==> src/rtl/rd_ctrl_level.sv <==
// rtl/rd_ctrl_level.sv - read-side pointer, flag and fill-level control for an async FIFO
module rd_ctrl_level #(
  parameter int ADDR_WIDTH    = 4,
  parameter int SYNC_STAGES   = 2,
  parameter int AEMPTY_THRESH = 2
) (
  input  logic                  r_clk,
  input  logic                  r_rst,
  input  logic                  rinc,
  input  logic [ADDR_WIDTH:0]   w_ptr,
  output logic [ADDR_WIDTH:0]   r_ptr,
  output logic [ADDR_WIDTH-1:0] raddr,
  output logic                  rempty,
  output logic                  raempty,
  output logic [ADDR_WIDTH:0]   rlevel,
  output logic                  rack,
  output logic                  runderflow
);

  localparam logic [ADDR_WIDTH:0] AE_TH = AEMPTY_THRESH[ADDR_WIDTH:0];

  logic [ADDR_WIDTH:0] rbin;
  logic [ADDR_WIDTH:0] rbin_nxt;
  logic [ADDR_WIDTH:0] rgray_nxt;
  logic [ADDR_WIDTH:0] sync_q [SYNC_STAGES];
  logic [ADDR_WIDTH:0] wq;
  logic [ADDR_WIDTH:0] wbin;
  logic [ADDR_WIDTH:0] rlevel_nxt;

  assign rack      = rinc & ~rempty;
  assign rbin_nxt  = rbin + {{ADDR_WIDTH{1'b0}}, rack};
  assign rgray_nxt = rbin_nxt ^ (rbin_nxt >> 1);
  assign raddr     = rbin[ADDR_WIDTH-1:0];
  assign wq        = sync_q[SYNC_STAGES-1];

  // Gray to binary: each bit is the XOR of itself and every bit above it.
  always_comb begin
    wbin = '0;
    wbin[ADDR_WIDTH] = wq[ADDR_WIDTH];
    for (int i = ADDR_WIDTH - 1; i >= 0; i--) begin
      wbin[i] = wbin[i+1] ^ wq[i];
    end
  end

  assign rlevel_nxt = wbin - rbin_nxt;

  always_ff @(posedge r_clk or negedge r_rst) begin
    if (!r_rst) begin
      for (int s = 0; s < SYNC_STAGES; s++) begin
        sync_q[s] <= '0;
      end
    end else begin
      sync_q[0] <= w_ptr;
      for (int s = 1; s < SYNC_STAGES; s++) begin
        sync_q[s] <= sync_q[s-1];
      end
    end
  end

  // Flags are computed from the post-read pointer so empty asserts on the consuming edge.
  always_ff @(posedge r_clk or negedge r_rst) begin
    if (!r_rst) begin
      rbin       <= '0;
      r_ptr      <= '0;
      rempty     <= 1'b1;
      raempty    <= 1'b1;
      rlevel     <= '0;
      runderflow <= 1'b0;
    end else begin
      rbin    <= rbin_nxt;
      r_ptr   <= rgray_nxt;
      rempty  <= (rgray_nxt == wq);
      raempty <= (rlevel_nxt <= AE_TH);
      rlevel  <= rlevel_nxt;
      if (rinc && rempty) begin
        runderflow <= 1'b1;
      end
    end
  end

endmodule
==> config.mk <==
export PLATFORM = sky130hd
export DESIGN_NAME = rd_ctrl_level
export DESIGN_NICKNAME = d
export VERILOG_FILES = /design/src/rtl/rd_ctrl_level.sv
export SDC_FILE = /design/constraint.sdc
export NUM_CORES = 1
export LEC_CHECK = 0
export CAP_MARGIN = 25
export CORE_ASPECT_RATIO = 0.6
export CORE_MARGIN = 2
export CORE_UTILIZATION = 52
export CTS_CLUSTER_DIAMETER = 40
export DETAILED_ROUTE_END_ITERATION = 8
export GPL_TIMING_DRIVEN = 0
export PLACE_DENSITY = 0.82
export SETUP_SLACK_MARGIN = 0.1
export SYNTH_ARGS = -nofsm -noshare
export SYNTH_HDL_FRONTEND = slang
export SYNTH_SLANG_ARGS = --single-unit
export TNS_END_PERCENT = 10
==> constraint.sdc <==
create_clock -name r_clk -period 7.1 [get_ports r_clk]
set_input_delay 0.71 -clock r_clk [delete_from_list [all_inputs] [get_ports r_clk]]
set_output_delay 0.71 -clock r_clk [all_outputs]
set_load 0.02 [all_outputs]
==> results of run 1 <==
[worst register-to-register path, delay by kind of cell (launching register included)]
family,cells,cell delay [ns]
adder cells (fa/ha/maj),2,0.58
AO/OA/AOI/OAI,2,0.57
buffers and inverters,1,0.06
XOR/XNOR,4,1.14
flip-flops,1,0.41
[state kept, by name (all words and copies together) (netlist names)]
register,count
sync_q,5
rbin,4
r_ptr,5
wq,5
rlevel,5
raempty,1
rempty,1
runderflow,1
[synthesized netlist by cell type]
library cell / number / area, µm²
inv_1: 6 / 22.5
clkbuf_1: 2 / 7.51
a31oi_1: 1 / 6.26
a21o_1: 3 / 22.5
nand2_1: 1 / 3.75
a2111oi_2: 1 / 15.0
xor2_1: 6 / 52.6
xnor2_1: 15 / 131
fa_1: 1 / 20.0
nor2b_1: 2 / 12.5
xor3_2: 1 / 25.0
ha_1: 6 / 75.1
and4b_1: 1 / 10.0
xor3_1: 1 / 23.8
and3b_1: 1 / 8.76
dfrtp_1: 25 / 626
dfstp_2: 2 / 52.6
nand4_1: 1 / 6.26
a311oi_1: 1 / 8.76
a21oi_1: 2 / 10.0
nand3_1: 2 / 10.0
[worst max-delay path by stage]
| stage | cells past startpoint | endpoint | startpoint |
|---|---|---|---|
| floorplan | 9 | raempty | rinc |
| global placement | 10 | raempty | rinc |
| detailed placement | 10 | raempty | rinc |
| CTS | 10 | raempty | rinc |
| global route | 10 | raempty | rinc |
| finish | 10 | raempty | rinc |
[report_power, final]
part | internal (mW) | switching, mW | leakage (nW)
Sequential | 0.212 | 0.0234 | 0.312
Combinational | 0.224 | 0.253 | 0.324
Clock | 0.0392 | 0.0433 | 0.0255
[area by class of cell]
class / instances / area share, %
plain buffers: 2 / 0.501
clock buffers: 3 / 2.75
clock inverters: 1 / 0.334
inverters: 6 / 1.50
multi-input cells: 46 / 29.5
flip-flops and latches: 27 / 45.2
well taps: 30 / 2.50
repair buffers: 26 / 17.7
[cells by family after synthesis]
| group | after synthesis |
|---|---|
| AO/OA/AOI/OAI | 8 |
| XOR/XNOR | 23 |
| buffers and inverters | 8 |
| AND/OR/NAND/NOR | 8 |
| adder cells (fa/ha/maj) | 7 |
| flip-flops | 27 |
[layer usage]
metal,vias up,GRT usage (%),share of wire [%]
met4,0,3.72,0
met5,-,0,0
li1,325,-,-
met1,314,22.0,51
met2,24,25.0,42
met3,0,6.46,6.5
==> summary.md, run 1 <==
| Metric | Value |
|---|---|
| Slowest cell on crit path | `clkdlybuf4s50_1` |
| Total power | `795 µW` |
| Total Wirelength | `1760 µm` |
| Util after Layout | `70.3%` |
| Vias in the first global route | `605` |
| Pwr Density | `531 nW/µm²` |
| Placed cell area | `1450 µm²` |
| Hold Crit Start | `sync_q[7]` |
| Crit path largest cell delay | `0.47 ns` |
| Core area | `between 2000 and 2500 µm²` |
| Slew HR | `~58%` |
| DPL Wire Length | `approximately 1400 µm` |
| Hold Path End | `wq[2]` |
| Worst hold path type | `flip-flop to flip-flop` |
| Main combinational cell family by area after synthesis | `XOR/XNOR gates` |
| Status | `completed` |
| Share of cells above drive strength 1 | `8.11%` |
| GRT overflow | `0` |
| Syn Inst Count | `81` |
| GRT Overall Usage | `16.3%` |
| Final Cell Area | `around 1500 µm²` |
| Hold Vio Cnt, Final | `0` |
| Setup Fix Bufs, Post-CTS | `0` |
| Crit path top cell by count | `ha_1` |
| Clock Latency Late Sink | `0.26 ns` |
| # rows | `13` |
| Post-synthesis mux area share | `0%` |
| Avg Cell Area, Syn | `approximately 14 µm²` |
| Die height | `40.4 µm` |
| Setup slack, reg-to-reg | `4.26 ns` |
| Synth Area in Compound Gates | `under 10%` |
| Number of library cell types mapped by synthesis | `21` |
| Pre-CTS WS | `3.66 ns` |
| Worst path top cell family by delay | `compound AO/OA/AOI/OAI gates` |
| I/O pin cnt | `26` |
| Sequential-to-total area share from yosys stat | `59.0%` |
| Hold path depth | `0` |
| DR iter-0 viols | `7` |
| Initial antenna violation count | `0` |
| Post-Synth Simple-Gate Area | `4.46%` |
| Post-layout net count | `127` |
| Die area | `2620 µm²` |
| Path depth of the worst reg2reg path | `9` |
| Die X | `64.7 µm` |
| Most frequent cells in the layout | `25 x clkdlybuf4s50_1, 25 x dfrtp_1, 15 x xnor2_1` |
| Count of final setup violators | `0` |
| XOR/XNOR Fraction of Synth Area | `20.2%` |
| Synth-to-layout area growth | `30.4%` |
| FF+latch area | `slightly below 700 µm²` |
| DP Cell Count | `137` |
| Synth warn | `0` |
| Crit end category | `flip-flop` |
| Synthesized Nets | `96` |
| Critical path cell sequence | `clkdlybuf4s50_1, nor2b_1, ha_1, nand3_1, xor2_1, ha_1, a21o_1, a31oi_1, xnor2_1, a2111oi_2` |
| Post-route ant nets | `0` |
| Final setup margin | `around 4 ns` |
| Worst-path clk slew | `approximately 0.08 ns` |
| R2r endpoint | `raempty` |
| GP Congestion | `0.757` |
| Min Hold Slack | `0.352 ns` |
| WP data arrival | `3.35 ns` |
| Peak VDD IR | `0.000250 V` |
| Final Non-Filler Cells | `141` |
| Setup Total Neg Slack | `0 ns` |
| CP required | `7.27 ns` |
| Multi-input gate area | `roughly 440 µm²` |
| Fin crit period | `around 3.2 ns` |
| Synthesized flop and latch total | `27` |
| Post-CTS Hold Fix Bufs | `0` |
| FF-to-FF Start | `wq[4]` |
| Final period util | `44.8%` |
| Skew final | `0.00157 ns` |
| DRC | `0` |
| Synth Area in Adders | `under 10%` |
| IO Port Bufs | `25` |
| # clock sinks | `27` |
| Number of buffers created by CTS | `3` |
| PostCTS Resize Cnt | `0` |
| RSZ-0062 raised after global routing | `no` |
| MaxCap Viol Count | `0` |
| Final Max Slew Viols | `0` |
| CTS tree | `done` |
| Vias per cell | `4.70` |
| Cell area after synthesis | `1150 µm²` |
| Measured slew at the worst slew-check pin | `0.635 ns` |
| Clock buffer depth | `2` |
| First-pass DRT Iterations | `4` |
| Largest net degree at the start of global routing | `16` |
| Starting Density | `~54%` |
| Fill count | `150` |
| First-pass GRT wire length | `2900 µm` |
| Diodes inserted | `0` |
| CP Max Fanout | `5` |
| Leakage | `0.662 nW` |
| Average routed wire per standard cell | `around 12 µm` |
| CP Launch Type | `primary input` |
| FMAX | `315 MHz` |
| Clock Root Buffer | `clkbuf_8` |
| H-tree depth | `1` |
| Vias | `663` |
| Crit Path Class | `primary input to flip-flop` |
| CP Buf/Inv Count | `1` |
Power figures use the tool's default switching activity.
==> run 2, diff against run 1 <==
- CORE_UTILIZATION: 52 -> 44
- PLACE_DENSITY: 0.82 -> 0.74
- clock period: 7.1 -> 2.7 ns (I/O delays scaled with it)
==> run 2 against run 1 <==
Net effect: global-route usage fell by 1.5 points; worst hold slack about the same; sequential share of layout area shrank 3.7 points; final cell count rose by 5.0%; via count grew 8.6%; design area grew 8.8%; routed wire length is 18% higher; sequential power rose to 2.7 times the previous value; die area is 17% higher.
==> summary.md, run 2 (same netlist as run 1, synthesis figures left out) <==
| Metric | Value |
|---|---|
| Placed cell area | `1480 µm²` |
| Slowest cell on crit path | `xor3_2` |
| R2r endpoint | `raempty` |
| DP Cell Count | `roughly 140` |
| CTS tree | `done` |
| Final Non-Filler Cells | `148` |
| Crit path top cell by count | `xnor2_2` |
| Min Hold Slack | `approximately 0.35 ns` |
| Initial antenna violation count | `0` |
| Slew HR | `61.2%` |
| Worst path depth | `9` |
| MaxCap Viol Count | `0` |
| Clock Latency Late Sink | `0.27 ns` |
| Diodes inserted | `0` |
| GRT Overall Usage | `14.7%` |
| Total power | `2.25 mW` |
| Largest net degree at the start of global routing | `19` |
| Status | `completed` |
| Die X | `around 70 µm` |
| GRT overflow | `0` |
| Vias per cell | `4.86` |
| Most frequent cells in the layout | `25 x clkdlybuf4s50_1, 25 x dfrtp_1, 12 x xnor2_1` |
| Synth-to-layout area growth | `41.9%` |
| Final setup margin | `0.203 ns` |
| Clock Root Buffer | `clkbuf_8` |
| Pwr Density | `approximately 1400 nW/µm²` |
| FMAX | `400 MHz` |
| DR iter-0 viols | `41` |
| DRC | `0` |
| I/O pin cnt | `26` |
| # clock sinks | `27` |
| Worst-path clk slew | `0.08 ns` |
| IO Port Bufs | `25` |
| Vias | `720` |
| First-pass GRT wire length | `3320 µm` |
| Crit Path Class | `flip-flop to flip-flop` |
| Clock buffer depth | `2` |
| Hold Crit Start | `sync_q[8]` |
| Final period util | `between 90% and 100%` |
| H-tree depth | `1` |
| Fin crit period | `2.50 ns` |
| CP Max Fanout | `3` |
| Path depth of the worst reg2reg path | `9` |
| Util after Layout | `65.6%` |
| Fill count | `191` |
| Average routed wire per standard cell | `14.0 µm` |
| First-pass DRT Iterations | `4` |
| Setup Total Neg Slack | `0 ns` |
| Post-route ant nets | `0` |
| Setup slack, reg-to-reg | `0.20 ns` |
| GP Congestion | `0.741` |
| Die height | `43.6 µm` |
| FF-to-FF Start | `wq[4]` |
| Measured slew at the worst slew-check pin | `a little under 0.6 ns` |
| Starting Density | `46.2%` |
| Total Wirelength | `a little over 2000 µm` |
| Crit path largest cell delay | `0.51 ns` |
| Critical path cell sequence | `xor3_2, xor2_4, xnor2_2, ha_1, inv_1, fa_2, a31oi_4, xnor2_2, a2111oi_2` |
| Core area | `2490 µm²` |
| Leakage | `0.711 nW` |
| WP data arrival | `2.66 ns` |
| RSZ-0062 raised after global routing | `yes` |
| Post-layout net count | `132` |
| Hold Vio Cnt, Final | `0` |
| Hold path depth | `0` |
| # rows | `14` |
| CP Buf/Inv Count | `1` |
| Number of buffers created by CTS | `3` |
| Die area | `3050 µm²` |
| Worst hold path type | `flip-flop to flip-flop` |
| Crit end category | `flip-flop` |
| Skew final | `roughly 0.011 ns` |
| Vias in the first global route | `651` |
| DPL Wire Length | `1510 µm` |
| Count of final setup violators | `0` |
| Hold Path End | `wq[3]` |
| Final Max Slew Viols | `0` |
| CP required | `~2.9 ns` |
| Pre-CTS WS | `-0.247 ns` |
| CP Launch Type | `flip-flop` |
| Peak VDD IR | `0.000631 V` |
| Share of cells above drive strength 1 | `19.0%` |
| Final Cell Area | `1630 µm²` |
| Post-CTS Hold Fix Bufs | `0` |
| Worst path top cell family by delay | `XOR/XNOR gates` |
## run 2: changes by cell type in the layout (fill, tap and decap cells not counted), sizes merged
cell,before,now
buf,1,6
clkbuf,5,6
clkinv,1,0
## run 2: worst max path at each step
stage | start | to
after floorplan | wq[4] | raempty
after global placement | rinc | raempty
after detailed placement | rinc | raempty
after CTS | wq[2] | raempty
after global routing | rinc | raempty
final | wq[4] | raempty
## run 2: layer usage
layer / vias up / wire (µm) / global-route usage, %
met3: 3 / 129 / 5.35
met5: - / 0 / 0
li1: 333 / - / -
met4: 0 / 18 / 3.46
met1: 360 / 962 / 20.5
met2: 24 / 956 / 22.5
## run 2: timing repair
item	CTS	global route
resized for setup	2	8
pin swaps	2	4
gates cloned	0	0
setup endpoints to repair	1	1
buffers inserted	3	2
## run 2: area by class of cell
type	count	area (µm²)	area share, %
Sequential cell	27	678	41.6
Multi-Input combinational cell	46	523	32.1
Timing Repair Buffer	31	315	19.3
Clock buffer	4	45.0	2.76
Tap cell	32	40.0	2.45
Inverter	6	22.5	1.38
Buffer	2	7.51	0.460
## run 2: power breakdown
part / switching (mW) / internal, mW
Combinational: 0.721 / 0.674
Sequential: 0.0754 / 0.559
Clock: 0.115 / 0.106
Total: 0.911 / 1.34
